## config.mk

```make
export PLATFORM = sky130hd
export DESIGN_NAME = fifo_wr_arb
export DESIGN_NICKNAME = d
export VERILOG_FILES = /design/src/rtl/fifo_wr_arb_pkg.sv /design/src/rtl/fifo_wr_arb_rr_arb_pick.sv /design/src/rtl/fifo_wr_arb.sv
export SDC_FILE = /design/constraint.sdc
export NUM_CORES = 1
export LEC_CHECK = 0
export CORE_ASPECT_RATIO = 0.6
export CORE_MARGIN = 2
export CORE_UTILIZATION = 45
export CTS_CLUSTER_SIZE = 12
export DETAILED_ROUTE_END_ITERATION = 16
export PLACE_DENSITY = 0.94
export SYNTH_ARGS = -nofsm -noshare
export SYNTH_HDL_FRONTEND = slang
export SYNTH_HIERARCHICAL = 1
export SYNTH_SLANG_ARGS = --single-unit
```

## constraint.sdc

```tcl
create_clock -name clk -period 10.8 [get_ports clk]
set_input_delay 3.24 -clock clk [delete_from_list [all_inputs] [get_ports clk]]
set_output_delay 3.24 -clock clk [all_outputs]
set_load 0.01 [all_outputs]
```

## src/rtl/fifo_wr_arb_pkg.sv

```systemverilog
// Shared definitions for the FIFO write-port arbiter: FIFO geometry, FSM
// state encoding and a helper for index widths.
package fifo_wr_arb_pkg;

  localparam int unsigned FIFO_DATA_WIDTH = 8;
  localparam int unsigned FIFO_ADDR_WIDTH = 8;
  localparam int unsigned FIFO_CAP        = (1 << FIFO_ADDR_WIDTH) - 1;

  typedef enum logic {
    ST_IDLE  = 1'b0,
    ST_BURST = 1'b1
  } state_t;

  // Width of an index into n items, at least one bit.
  function automatic int unsigned id_width(input int unsigned n);
    return (n > 32'd1) ? 32'($clog2(n)) : 32'd1;
  endfunction

endpackage

```

## src/rtl/fifo_wr_arb_rr_arb_pick.sv

```systemverilog
// Round-robin pick: first set bit of req scanning last+1, last+2, ... (mod NUM_REQ).
// Ports:
//   req  in  NUM_REQ    request vector
//   last in  IDW        previous owner; its successor has highest priority
//   sel  out IDW        chosen requester (valid when any=1)
//   any  out 1          at least one request is set
module rr_arb_pick
  import fifo_wr_arb_pkg::*;
#(
  parameter int unsigned NUM_REQ = 4
) (
  input  logic [NUM_REQ-1:0]               req,
  input  logic [id_width(NUM_REQ)-1:0]     last,
  output logic [id_width(NUM_REQ)-1:0]     sel,
  output logic                             any
);

  localparam int unsigned IDW = id_width(NUM_REQ);

  logic [IDW-1:0] idx;

  // Priority scan starting just after the previous owner.
  always_comb begin
    sel = '0;
    any = 1'b0;
    idx = '0;
    for (int unsigned k = 1; k <= NUM_REQ; k++) begin
      idx = IDW'((32'(last) + k) % NUM_REQ);
      if (!any && req[idx]) begin
        any = 1'b1;
        sel = idx;
      end
    end
  end

endmodule

```

## src/rtl/fifo_wr_arb.sv

```systemverilog
// Shares one FIFO write port between NUM_REQ producers with round-robin,
// bounded-burst arbitration. Writes are only issued when the FIFO is certain
// to have room, counting the word still sitting in the output register.
// Ports:
//   clk, rst          clock (rising edge), async active-low reset
//   req, data_in      producer valid flags and packed words
//   ack               combinational ready; a transfer is req[i] & ack[i]
//   fifo_cnt/full     FIFO occupancy inputs
//   fifo_data/wr_en   registered write to the FIFO
//   grant_id          current/last owner (registered)
//   busy              high while a burst is in progress
module fifo_wr_arb
  import fifo_wr_arb_pkg::*;
#(
  parameter int unsigned NUM_REQ    = 4,
  parameter int unsigned DATA_WIDTH = FIFO_DATA_WIDTH,
  parameter int unsigned ADDR_WIDTH = FIFO_ADDR_WIDTH,
  parameter int unsigned MAX_BURST  = 4
) (
  input  logic                            clk,
  input  logic                            rst,
  input  logic [NUM_REQ-1:0]              req,
  input  logic [NUM_REQ*DATA_WIDTH-1:0]   data_in,
  output logic [NUM_REQ-1:0]              ack,
  input  logic [ADDR_WIDTH-1:0]           fifo_cnt,
  input  logic                            fifo_full,
  output logic [DATA_WIDTH-1:0]           fifo_data,
  output logic                            fifo_wr_en,
  output logic [id_width(NUM_REQ)-1:0]    grant_id,
  output logic                            busy
);

  localparam int unsigned IDW = id_width(NUM_REQ);
  localparam int unsigned BW  = $clog2(MAX_BURST + 1);
  localparam int unsigned CAP = (1 << ADDR_WIDTH) - 1;
  localparam int unsigned CW  = ADDR_WIDTH + 1;

  state_t         state, state_n;
  logic [BW-1:0]  beats, beats_n;
  logic [IDW-1:0] last, last_n;
  logic [IDW-1:0] grant_n;
  logic [NUM_REQ-1:0] ack_c;
  logic           xfer;
  logic [IDW-1:0] pick_sel;
  logic           pick_any;
  logic [CW-1:0]  occ;
  logic           space;
  logic [DATA_WIDTH-1:0] words [NUM_REQ];

  for (genvar i = 0; i < NUM_REQ; i++) begin : g_words
    assign words[i] = data_in[i*DATA_WIDTH +: DATA_WIDTH];
  end

  rr_arb_pick #(.NUM_REQ(NUM_REQ)) u_pick (
    .req  (req),
    .last (last),
    .sel  (pick_sel),
    .any  (pick_any)
  );

  // Occupancy including the in-flight word; full can only agree with cnt,
  // so folding it in just guards against a stale count.
  assign occ   = CW'(fifo_cnt) + CW'(fifo_wr_en);
  assign space = (occ < CW'(CAP)) && !fifo_full;

  assign ack  = rst ? ack_c : '0;
  assign busy = (state == ST_BURST);

  // Next-state, ack and beat accounting.
  always_comb begin
    state_n = state;
    beats_n = beats;
    last_n  = last;
    grant_n = grant_id;
    ack_c   = '0;
    xfer    = 1'b0;
    unique case (state)
      ST_IDLE: begin
        if (pick_any && space) begin
          ack_c[pick_sel] = 1'b1;
          xfer    = 1'b1;
          grant_n = pick_sel;
          beats_n = BW'(1);
          if (MAX_BURST == 1) last_n = pick_sel;
          else                state_n = ST_BURST;
        end
      end
      ST_BURST: begin
        if (req[grant_id]) begin
          // Stalls on a full FIFO hold the burst without consuming a beat.
          if (space) begin
            ack_c[grant_id] = 1'b1;
            xfer    = 1'b1;
            beats_n = beats + BW'(1);
            if (beats_n == BW'(MAX_BURST)) begin
              state_n = ST_IDLE;
              last_n  = grant_id;
            end
          end
        end else begin
          // Owner went quiet: one bubble, then rearbitrate.
          state_n = ST_IDLE;
          last_n  = grant_id;
        end
      end
      default: state_n = ST_IDLE;
    endcase
  end

  // State and output registers.
  always_ff @(posedge clk or negedge rst) begin
    if (!rst) begin
      state      <= ST_IDLE;
      beats      <= '0;
      last       <= IDW'(NUM_REQ - 1);
      grant_id   <= '0;
      fifo_wr_en <= 1'b0;
      fifo_data  <= '0;
    end else begin
      state      <= state_n;
      beats      <= beats_n;
      last       <= last_n;
      grant_id   <= grant_n;
      fifo_wr_en <= xfer;
      if (xfer) fifo_data <= words[grant_n];
    end
  end

endmodule

```

==> out/results.tsv, run 1 <==
metric	value	unit
Max-Cap Viols	0	
fraction of final layout cells sized beyond drive strength 1	8.13	%
DRC viols	0	
status	finished clean	
pwr/cell area	204	mW/mm^2
DIE AREA	0.00360	mm^2
Final period util	87.6	%
multi-input logic area	903	um^2
Port Buffer Count	62	
Pint	254	uW
Total GRT Usage	20.4	%
antenna fix cells	0	
worst vdd ir	109	uV
Mapped Nets	202	
H-tree Lvls	1	
final core utilization	71.5	%
clock share of power	11.4	%
Final GP Congestion	0.818	
clock latency at the later pin of the worst-skew pair	0.25	ns
clock sinks	17	
Worst Clk Skew	0.00700	ns
syn_area_per_cell	9.31	um^2
total gr overflow	0	
cell row count	15	
post-cts gate resize count	0	
Top delay family on crit path	buffers and inverters	
sequential area share after synthesis	30.5	%
Setup crit start kind	primary input	
via count	1375	
FF+latch area	428	um^2
cell at the slowest stage of the critical path	nor4b_1	
Synth Register Bits	17	
maximum clock frequency	0.106	GHz
postcts setup bufs	0	
Core ar.	0.00293	mm^2
Worst-path clk slew	0.07	ns
wire length on met3	256	um
initial antenna violation count	0	
CTS Hold Bufs	0	
Hold Violations, Final	0	
sequential share of power	29.7	%
Rel. slew slack	22.3	%
crit path time final	9.46	ns
crit path DAT	6.22	ns
Post-synth top flop	dfrtp_1	
metal2 WL	1.60	mm
vias in the first global route	1258	
CP endpoint kind	output port	
Clock Path Buffers	2	
Synth-to-Final Area Change	49.1	%
Pins Over Slew Limit	0	
CP Cell Sequence	clkdlybuf4s50_1 > ha_1 > ha_1 > and4bb_1 > o21ai_1 > a211oi_2 > buf_4 > nor4b_1 > a32oi_1 > nor2b_1 > clkdlybuf4s50_1	
Synth cell types	48	
largest net degree at the start of global routing	24	
drt pass-1 iters	4	
Yosys warnings	6	
area of the mapped netlist	0.00141	mm^2
Setup CP Type	primary input to output port	
Synth Instances	151	
unrepaired setup endpoints after global routing	no	
ys async rst share	100	%
Setup TNS Final	0	ns
dominant cells by area after synthesis	dfrtp_1 (27%), mux2i_1 (13%), nor3b_1 (8.5%)	
Setup Viol. Count Final	0	
Design Power	427	uW
NetSw	173	uW
Ports	63	
number of flops mapped to enable cells by yosys	0	
worst-path maximum fanout	23	
Gate power share	58.9	%
Die W	76.1	um
Initial Utilization	48.0	%
FILL cells	225	
post-route ant nets	0	
top-area cell type share of the netlist area	26.7	%
Final Net Count	261	
post-synth top area cell	dfrtp_1	
Worst Path Buf+Inv	3	
Via density	5.48	
Worst Path Required	7.56	ns
first-pass GRT wire length	5.74	mm
Sw Ratio	40.5	%
leakage	0.000854	uW
Routed WL	3.61	mm
drt wl/cell	14.4	um
CTS buffer count	3	
synth cell count leaders	mux2i_1 (18), nor3b_1 (16), dfrtp_1 (15)	
Crit path largest cell delay	0.58	ns
TritonCTS clock tree	yes	
wl on met1	1.72	mm
worst slew pin tran	1.17	ns
most common cell in the synthesized netlist	mux2i_1	
dpl hpwl	2.86	mm
Clock Tree Root	clkbuf_8	
Die Ht	47.3	um
DR top layer	met4	
Initial DRC Count	83	
Worst Hold Class	flip-flop to flip-flop	
routing by layer:
layer | up-vias | GRT usage [%]
met3 | 4 | 6.54
met5 | - | 0
met1 | 638 | 27.0
met4 | 0 | 2.55
li1 | 679 | -
met2 | 54 | 35.0
stage by stage:
stage	hold slack [ns]	cell area [um^2]	std cells	setup slack, ns
2_1_floorplan	0.459	1410	151	2.60
3_3_place_gp	0.479	2050	247	1.50
3_5_place_dp	0.482	2050	247	1.40
4_1_cts	0.499	2090	251	1.39
5_1_grt	0.536	2090	251	1.11
6_report	0.495	2090	251	1.34
kinds of logic after synthesis:
family / Yosys count / share of synthesized area, %
flops: 17 / 30.5
buf+inv: 18 / 6.50
mux: 21 / 16.0
compound gates: 35 / 19.3
xor+xnor: 1 / 0.623
simple gates: 55 / 23.5
fa+ha+maj: 4 / 3.56
worst register-to-register path: cells and delay by family (launching register included):
kind / cells / cell delay [ns]
AOI/OAI and AO/OA: 4 / 1.57
adders and majority gates: 2 / 0.43
DFF: 1 / 0.39
muxes: 1 / 0.29
and+or+nand+nor: 1 / 0.27
layout make-up:
class,count,area share [%]
Tap cell,42,2.51
Timing Repair Buffer,63,30.0
Multi-Input combinational cell,116,43.1
Sequential cell,17,20.4
Clock buffer,3,1.97
Clock inverter,1,0.358
Inverter,9,1.61
worst paths after layout:
kind                       depth (start not counted)  slack, ns         start            to
min in group asynchronous                          1       3.48           rst  fifo_data[2]
max reg2reg                                        8       7.71    fifo_wr_en  fifo_data[1]
max                                               11       1.34   fifo_cnt[0]        ack[2]
min                                                2       0.49  fifo_data[2]  fifo_data[2]
max in group asynchronous                          1       6.79           rst  fifo_data[0]
min reg2reg                                        2       0.49  fifo_data[2]  fifo_data[2]
registers in the layout (all words and copies together) (netlist names):
| register | cells |
|---|---|
| fifo_data | 8 |
| beats | 3 |
| grant_id | 2 |
| last | 2 |
| busy | 1 |
| fifo_wr_en | 1 |
placed cells by master (no fill, tap or decap), drive strengths merged, types with 3 or more instances in the layout:
master | synthesis | final
clkdlybuf4s50 | 0 | 62
mux2i | 18 | 18
nor3b | 16 | 16
dfrtp | 15 | 15
nand2 | 13 | 13
inv | 9 | 9
o211ai | 8 | 8
nand2b | 6 | 6
o21ai | 5 | 5
nor2 | 5 | 5
nor2b | 4 | 4
ha | 4 | 4
a32oi | 3 | 3
clkbuf | 3 | 3
nor3 | 3 | 3
a21oi | 3 | 3
power groups by stage:
stage	clock network (uW)	registers, uW	logic, uW
global route	52.7	132	274
detailed placement	0	127	252
finish	48.5	127	251
CTS	50.0	126	254
floorplan	0	130	156
global placement	0	125	246
Note: power is estimated with default switching activity, not from simulation.
==> run 2, diff against run 1 <==
Settings changed: CAP_MARGIN set to 0, CORE_UTILIZATION 45 to 38, PLACE_DENSITY 0.94 to 0.85.
Clock period 10.8 ns to 8.34 ns, I/O delays scaled along.
==> out/results.tsv, run 2 (synthesized netlist as in run 1, its figures left out) <==
metric	value	unit	change
status	finished clean		unchanged
Crit path largest cell delay	0.53	ns	was 0.58 ns
via count	1382		was 1375
drt wl/cell	14.8	um	was 14.4 um
Core ar.	0.00362	mm^2	was 0.00293 mm^2
DIE AREA	0.00422	mm^2	was 0.00360 mm^2
post-route ant nets	0		unchanged
Setup crit start kind	primary input		unchanged
antenna fix cells	0		unchanged
Setup CP Type	primary input to output port		unchanged
CP endpoint kind	output port		unchanged
Clock Path Buffers	2		unchanged
Rel. slew slack	21.8	%	was 22.3%
Worst Hold Class	flip-flop to flip-flop		unchanged
clock sinks	17		unchanged
crit path time final	7.75	ns	
Hold Violations, Final	0		unchanged
crit path DAT	5.25	ns	was 6.22 ns
Final period util	93.0	%	
worst setup margin	0.587	ns	was 1.34 ns
Synth-to-Final Area Change	49.8	%	was 49.1%
DRC viols	0		unchanged
Initial Utilization	38.9	%	was 48.0%
worst-path maximum fanout	7		was 23
fin cells	257		was 251
final core utilization	58.2	%	was 71.5%
CTS Hold Bufs	0		unchanged
Setup Viol. Count Final	0		unchanged
pwr/cell area	264	mW/mm^2	was 204 mW/mm^2
Initial DRC Count	77		was 83
postcts setup bufs	0		unchanged
R2R depth	8		unchanged
cell row count	17		was 15
maximum clock frequency	0.129	GHz	
Worst Path Required	5.84	ns	was 7.56 ns
Clock Tree Root	clkbuf_8		unchanged
NetSw	225	uW	was 173 uW
Gate power share	59.0	%	was 58.9%
Top delay family on crit path	buffers and inverters		unchanged
leakage	0.000860	uW	was 0.000854 uW
Pint	330	uW	was 254 uW
Die W	82.5	um	was 76.1 um
worst slew pin tran	1.17	ns	about the same
FILL cells	339		was 225
Largest register FFs	8		unchanged
cell at the slowest stage of the critical path	clkdlybuf4s50_1		was nor4b_1
clock latency at the later pin of the worst-skew pair	0.25	ns	about the same
WHS Path Cells	1		was 2
worst vdd ir	100	uV	was 109 uV
initial antenna violation count	0		unchanged
Largest Register	fifo_data		unchanged
total gr overflow	0		unchanged
sequential share of power	29.7	%	about the same
Worst Path Buf+Inv	2		was 3
H-tree Lvls	1		unchanged
Setup TNS Final	0	ns	unchanged
Die Ht	51.1	um	was 47.3 um
fraction of final layout cells sized beyond drive strength 1	8.10	%	was 8.13%
multi-input logic area	903	um^2	unchanged
Design Power	555	uW	was 427 uW
Total GRT Usage	18.9	%	was 20.4%
met1 Use GR	26.8	%	was 27.0%
Worst Clk Skew	0.00583	ns	was 0.00700 ns
Port Buffer Count	62		unchanged
first-pass GRT wire length	6.10	mm	was 5.74 mm
Inst Count DP	253		was 247
Max-Cap Viols	0		unchanged
largest net degree at the start of global routing	22		was 24
top flop regs	fifo_data (8), beats (3)		unchanged
M2 GR Usage	30.1	%	was 35.0%
commonest cells after routing, fill and taps aside	clkdlybuf4s50_1 (62), mux2i_1 (18), nor3b_1 (16)		unchanged
most common cell after layout, fill and taps aside	clkdlybuf4s50_1		unchanged
Final GP Congestion	0.811		was 0.818
drt pass-1 iters	4		unchanged
DP Worst Slack	0.606	ns	was 1.40 ns
Sw Ratio	40.6	%	was 40.5%
Worst-path clk slew	0.07	ns	about the same
post-cts gate resize count	0		unchanged
clock share of power	11.3	%	was 11.4%
FF+latch area	428	um^2	unchanged
Stages on worst setup path	10		was 11
CP Cell Sequence	clkdlybuf4s50_1 > ha_1 > ha_1 > and4bb_1 > o21ai_1 > a211oi_2 > nor3_2 > and3_1 > o21a_1 > clkdlybuf4s50_1		was clkdlybuf4s50_1 > ha_1 > ha_1 > and4bb_1 > o21ai_1 > a211oi_2 > buf_4 > nor4b_1 > a32oi_1 > nor2b_1 > clkdlybuf4s50_1
met3 usage	5.65	%	was 6.54%
Most Crowded Layer GR	met2		unchanged
unrepaired setup endpoints after global routing	no		unchanged
TritonCTS clock tree	yes		unchanged
Routed WL	3.81	mm	was 3.61 mm
dpl hpwl	2.95	mm	was 2.86 mm
Via density	5.38		was 5.48
Ports	63		unchanged
vias in the first global route	1255		was 1258
Final Net Count	262		was 261
Pins Over Slew Limit	0		unchanged
CTS buffer count	3		unchanged
-- run 2: per-layer routing --
metal	up-vias	share of wire, %
met3	0	6.0
met2	36	47
li1	682	-
met1	664	47
met4	0	0
met5	-	0
-- run 2: per-stage QoR --
stage,instance area [um^2],hold slack [ns]
global route,2100,0.527
finish,2100,0.495
CTS,2100,0.501
detailed placement,2060,0.491
floorplan,1410,0.459
global placement,2060,0.480
-- run 2: worst paths after layout --
check	startpoint	end	slack, ns
max	fifo_cnt[0]	ack[0]	0.59
min	beats[2]	beats[2]	0.50
max reg2reg	fifo_wr_en	fifo_data[7]	5.25
min reg2reg	beats[2]	beats[2]	0.50
max in group asynchronous	rst	last[1]	5.49
min in group asynchronous	rst	fifo_data[5]	2.58
-- run 2: power by group through the flow --
| stage | clock (uW) | sequential (uW) | combinational (uW) |
|---|---|---|---|
| final | 62.8 | 165 | 328 |
| after global routing | 68.5 | 171 | 356 |
| after global placement | 0 | 163 | 320 |
| after detailed placement | 0 | 165 | 329 |
| after floorplan | 0 | 169 | 202 |
| after CTS | 63.6 | 165 | 330 |
-- run 2: layout make-up --
type                            count  share of cell area [%]
Tap cell                           47                    2.79
Clock buffer                        4                    2.14
Timing Repair Buffer               64                    30.2
Inverter                            9                    1.61
Multi-Input combinational cell    116                    42.9
Sequential cell                    17                    20.3
==> run 3, diff against run 2 <==
Settings changed: GPL_TIMING_DRIVEN set to 0.
==> out/results.tsv, run 3 (synthesized netlist as in run 1, its figures left out) <==
metric	value	unit	change
post-route ant nets	0		unchanged
RR Startpoint	fifo_wr_en		unchanged
crit path time final	7.89	ns	was 7.75 ns
pwr/cell area	267	mW/mm^2	was 264 mW/mm^2
setup slack, reg-to-reg	5.68	ns	was 5.25 ns
final core utilization	58.6	%	was 58.2%
commonest cells after routing, fill and taps aside	clkdlybuf4s50_1 (61), mux2i_1 (18), nor3b_1 (16)		was clkdlybuf4s50_1 (62), mux2i_1 (18), nor3b_1 (16)
worst slew pin tran	0.891	ns	was 1.17 ns
TritonCTS clock tree	yes		unchanged
Setup crit start kind	primary input		unchanged
DIE AREA	0.00422	mm^2	unchanged
unrepaired setup endpoints after global routing	no		unchanged
Initial Utilization	38.9	%	unchanged
Setup Viol. Count Final	0		unchanged
drt pass-1 iters	4		unchanged
vias in the first global route	1366		was 1255
Worst-path clk slew	0.07	ns	about the same
most common cell after layout, fill and taps aside	clkdlybuf4s50_1		unchanged
H-tree Lvls	1		unchanged
Ports	63		unchanged
Max-Cap Viols	0		unchanged
dpl hpwl	3.00	mm	was 2.95 mm
Setup CP Type	primary input to output port		unchanged
Pins Over Slew Limit	0		unchanged
Die W	82.5	um	unchanged
largest net degree at the start of global routing	22		unchanged
Crit path largest cell delay	0.53	ns	about the same
Port Buffer Count	61		was 62
Stages on worst setup path	11		was 10
Hold Violations, Final	0		unchanged
postcts setup bufs	0		unchanged
Worst Clk Skew	0.00227	ns	was 0.00583 ns
fraction of final layout cells sized beyond drive strength 1	8.80	%	was 8.10%
Worst R2R End	fifo_data[0]		was fifo_data[7]
Die Ht	51.1	um	unchanged
CP Cell Sequence	clkdlybuf4s50_1 > ha_1 > ha_1 > and4bb_1 > o21ai_1 > a211oi_2 > buf_2 > nor4_1 > nor2b_1 > o21a_1 > clkdlybuf4s50_1		was clkdlybuf4s50_1 > ha_1 > ha_1 > and4bb_1 > o21ai_1 > a211oi_2 > nor3_2 > and3_1 > o21a_1 > clkdlybuf4s50_1
CP endpoint kind	output port		unchanged
maximum clock frequency	0.127	GHz	was 0.129 GHz
fin cells	263		was 257
cell at the slowest stage of the critical path	clkdlybuf4s50_1		unchanged
CTS buffer count	3		unchanged
Initial DRC Count	99		was 77
DR top layer	met3		unchanged
initial antenna violation count	0		unchanged
Clock Tree Root	clkbuf_8		unchanged
Setup TNS Final	0	ns	unchanged
Final Net Count	268		was 262
Worst Setup SP	fifo_cnt[0]		unchanged
DRC viols	0		unchanged
wire length on met3	263	um	was 229 um
FF+latch area	428	um^2	unchanged
top flop regs	fifo_data (8), beats (3)		unchanged
FILL cells	336		was 339
Worst Path Buf+Inv	3		was 2
wl on met1	1.83	mm	was 1.81 mm
Core ar.	0.00362	mm^2	unchanged
leakage	0.000876	uW	was 0.000860 uW
clock latency at the later pin of the worst-skew pair	0.25	ns	about the same
drt wl/cell	14.6	um	was 14.8 um
worst-path maximum fanout	10		was 7
Final GP Congestion	0.884		was 0.811
post-cts gate resize count	0		unchanged
antenna fix cells	0		unchanged
status	finished clean		unchanged
cell row count	17		unchanged
Worst Hold Class	flip-flop to flip-flop		unchanged
Via density	5.30		was 5.38
CTS Hold Bufs	0		unchanged
first-pass GRT wire length	6.25	mm	was 6.10 mm
via count	1395		was 1382
Total GRT Usage	19.3	%	was 18.9%
total gr overflow	0		unchanged
worst vdd ir	129	uV	was 100 uV
Clock Path Buffers	2		unchanged
Rel. slew slack	40.4	%	was 21.8%
Largest Register	fifo_data		unchanged
Top delay family on crit path	buffers and inverters		unchanged
Routed WL	3.85	mm	was 3.81 mm
crit path DAT	5.39	ns	was 5.25 ns
worst setup margin	0.451	ns	was 0.587 ns
Synth-to-Final Area Change	50.8	%	was 49.8%
Design Power	565	uW	was 555 uW
crit path to	ack[0]		unchanged
metal2 WL	1.76	mm	was 1.77 mm
Final period util	94.6	%	was 93.0%
R2R depth	10		was 8
Worst Path Required	5.84	ns	about the same
clock sinks	17		unchanged
DP Worst Slack	0.488	ns	was 0.606 ns
Largest register FFs	8		unchanged
Inst Count DP	259		was 253
multi-input logic area	886	um^2	was 903 um^2
## run 3: changes by cell type in the layout (fill, tap and decap cells not counted), sizes merged
cell           delta
clkdlybuf4s50     -1
clkbuf            +3
buf               +4
## run 3: how the worst min path moves through the flow
stage                             from           end  slack (ns)  depth (start not counted)
final                     fifo_data[2]  fifo_data[2]        0.52                          2
after global routing          beats[2]      beats[2]        0.55                          1
after CTS                 fifo_data[2]  fifo_data[2]        0.52                          2
after detailed placement      beats[2]      beats[2]        0.49                          1
after global placement        beats[2]      beats[2]        0.48                          1
after floorplan               beats[2]      beats[2]        0.46                          1
## run 3: stage by stage
| stage | hold slack, ns | area [um^2] |
|---|---|---|
| 2_1_floorplan | 0.459 | 1410 |
| 3_5_place_dp | 0.488 | 2070 |
| 5_1_grt | 0.545 | 2120 |
| 3_3_place_gp | 0.481 | 2070 |
| 4_1_cts | 0.518 | 2120 |
| 6_report | 0.517 | 2120 |
## run 3: cell type report
type / count / area share (%)
timing repair buffer: 61 / 28.8
buffer: 9 / 2.72
sequential: 17 / 20.2
multi-input combinational: 116 / 41.8
clock buffer: 4 / 2.13
inverter: 9 / 1.59
tap: 47 / 2.77
## run 3: where the power goes
part | total, uW | internal [uW] | switching (uW)
sequential | 163 | 125 | 38.5
combinational | 339 | 180 | 158
clock | 63.5 | 33.9 | 29.6
## run 3: metal layers
layer | up-vias | track usage (%)
met3 | 0 | 5.48
li1 | 694 | -
met5 | - | 0
met1 | 661 | 26.5
met2 | 40 | 32.0
met4 | 0 | 0.820
## run 3: tightest hold or removal path, cell delays in order (launching register included)
cell	delay [ns]
dfrtp_1	0.35
nand2_1	0.07
o211ai_2	0.07
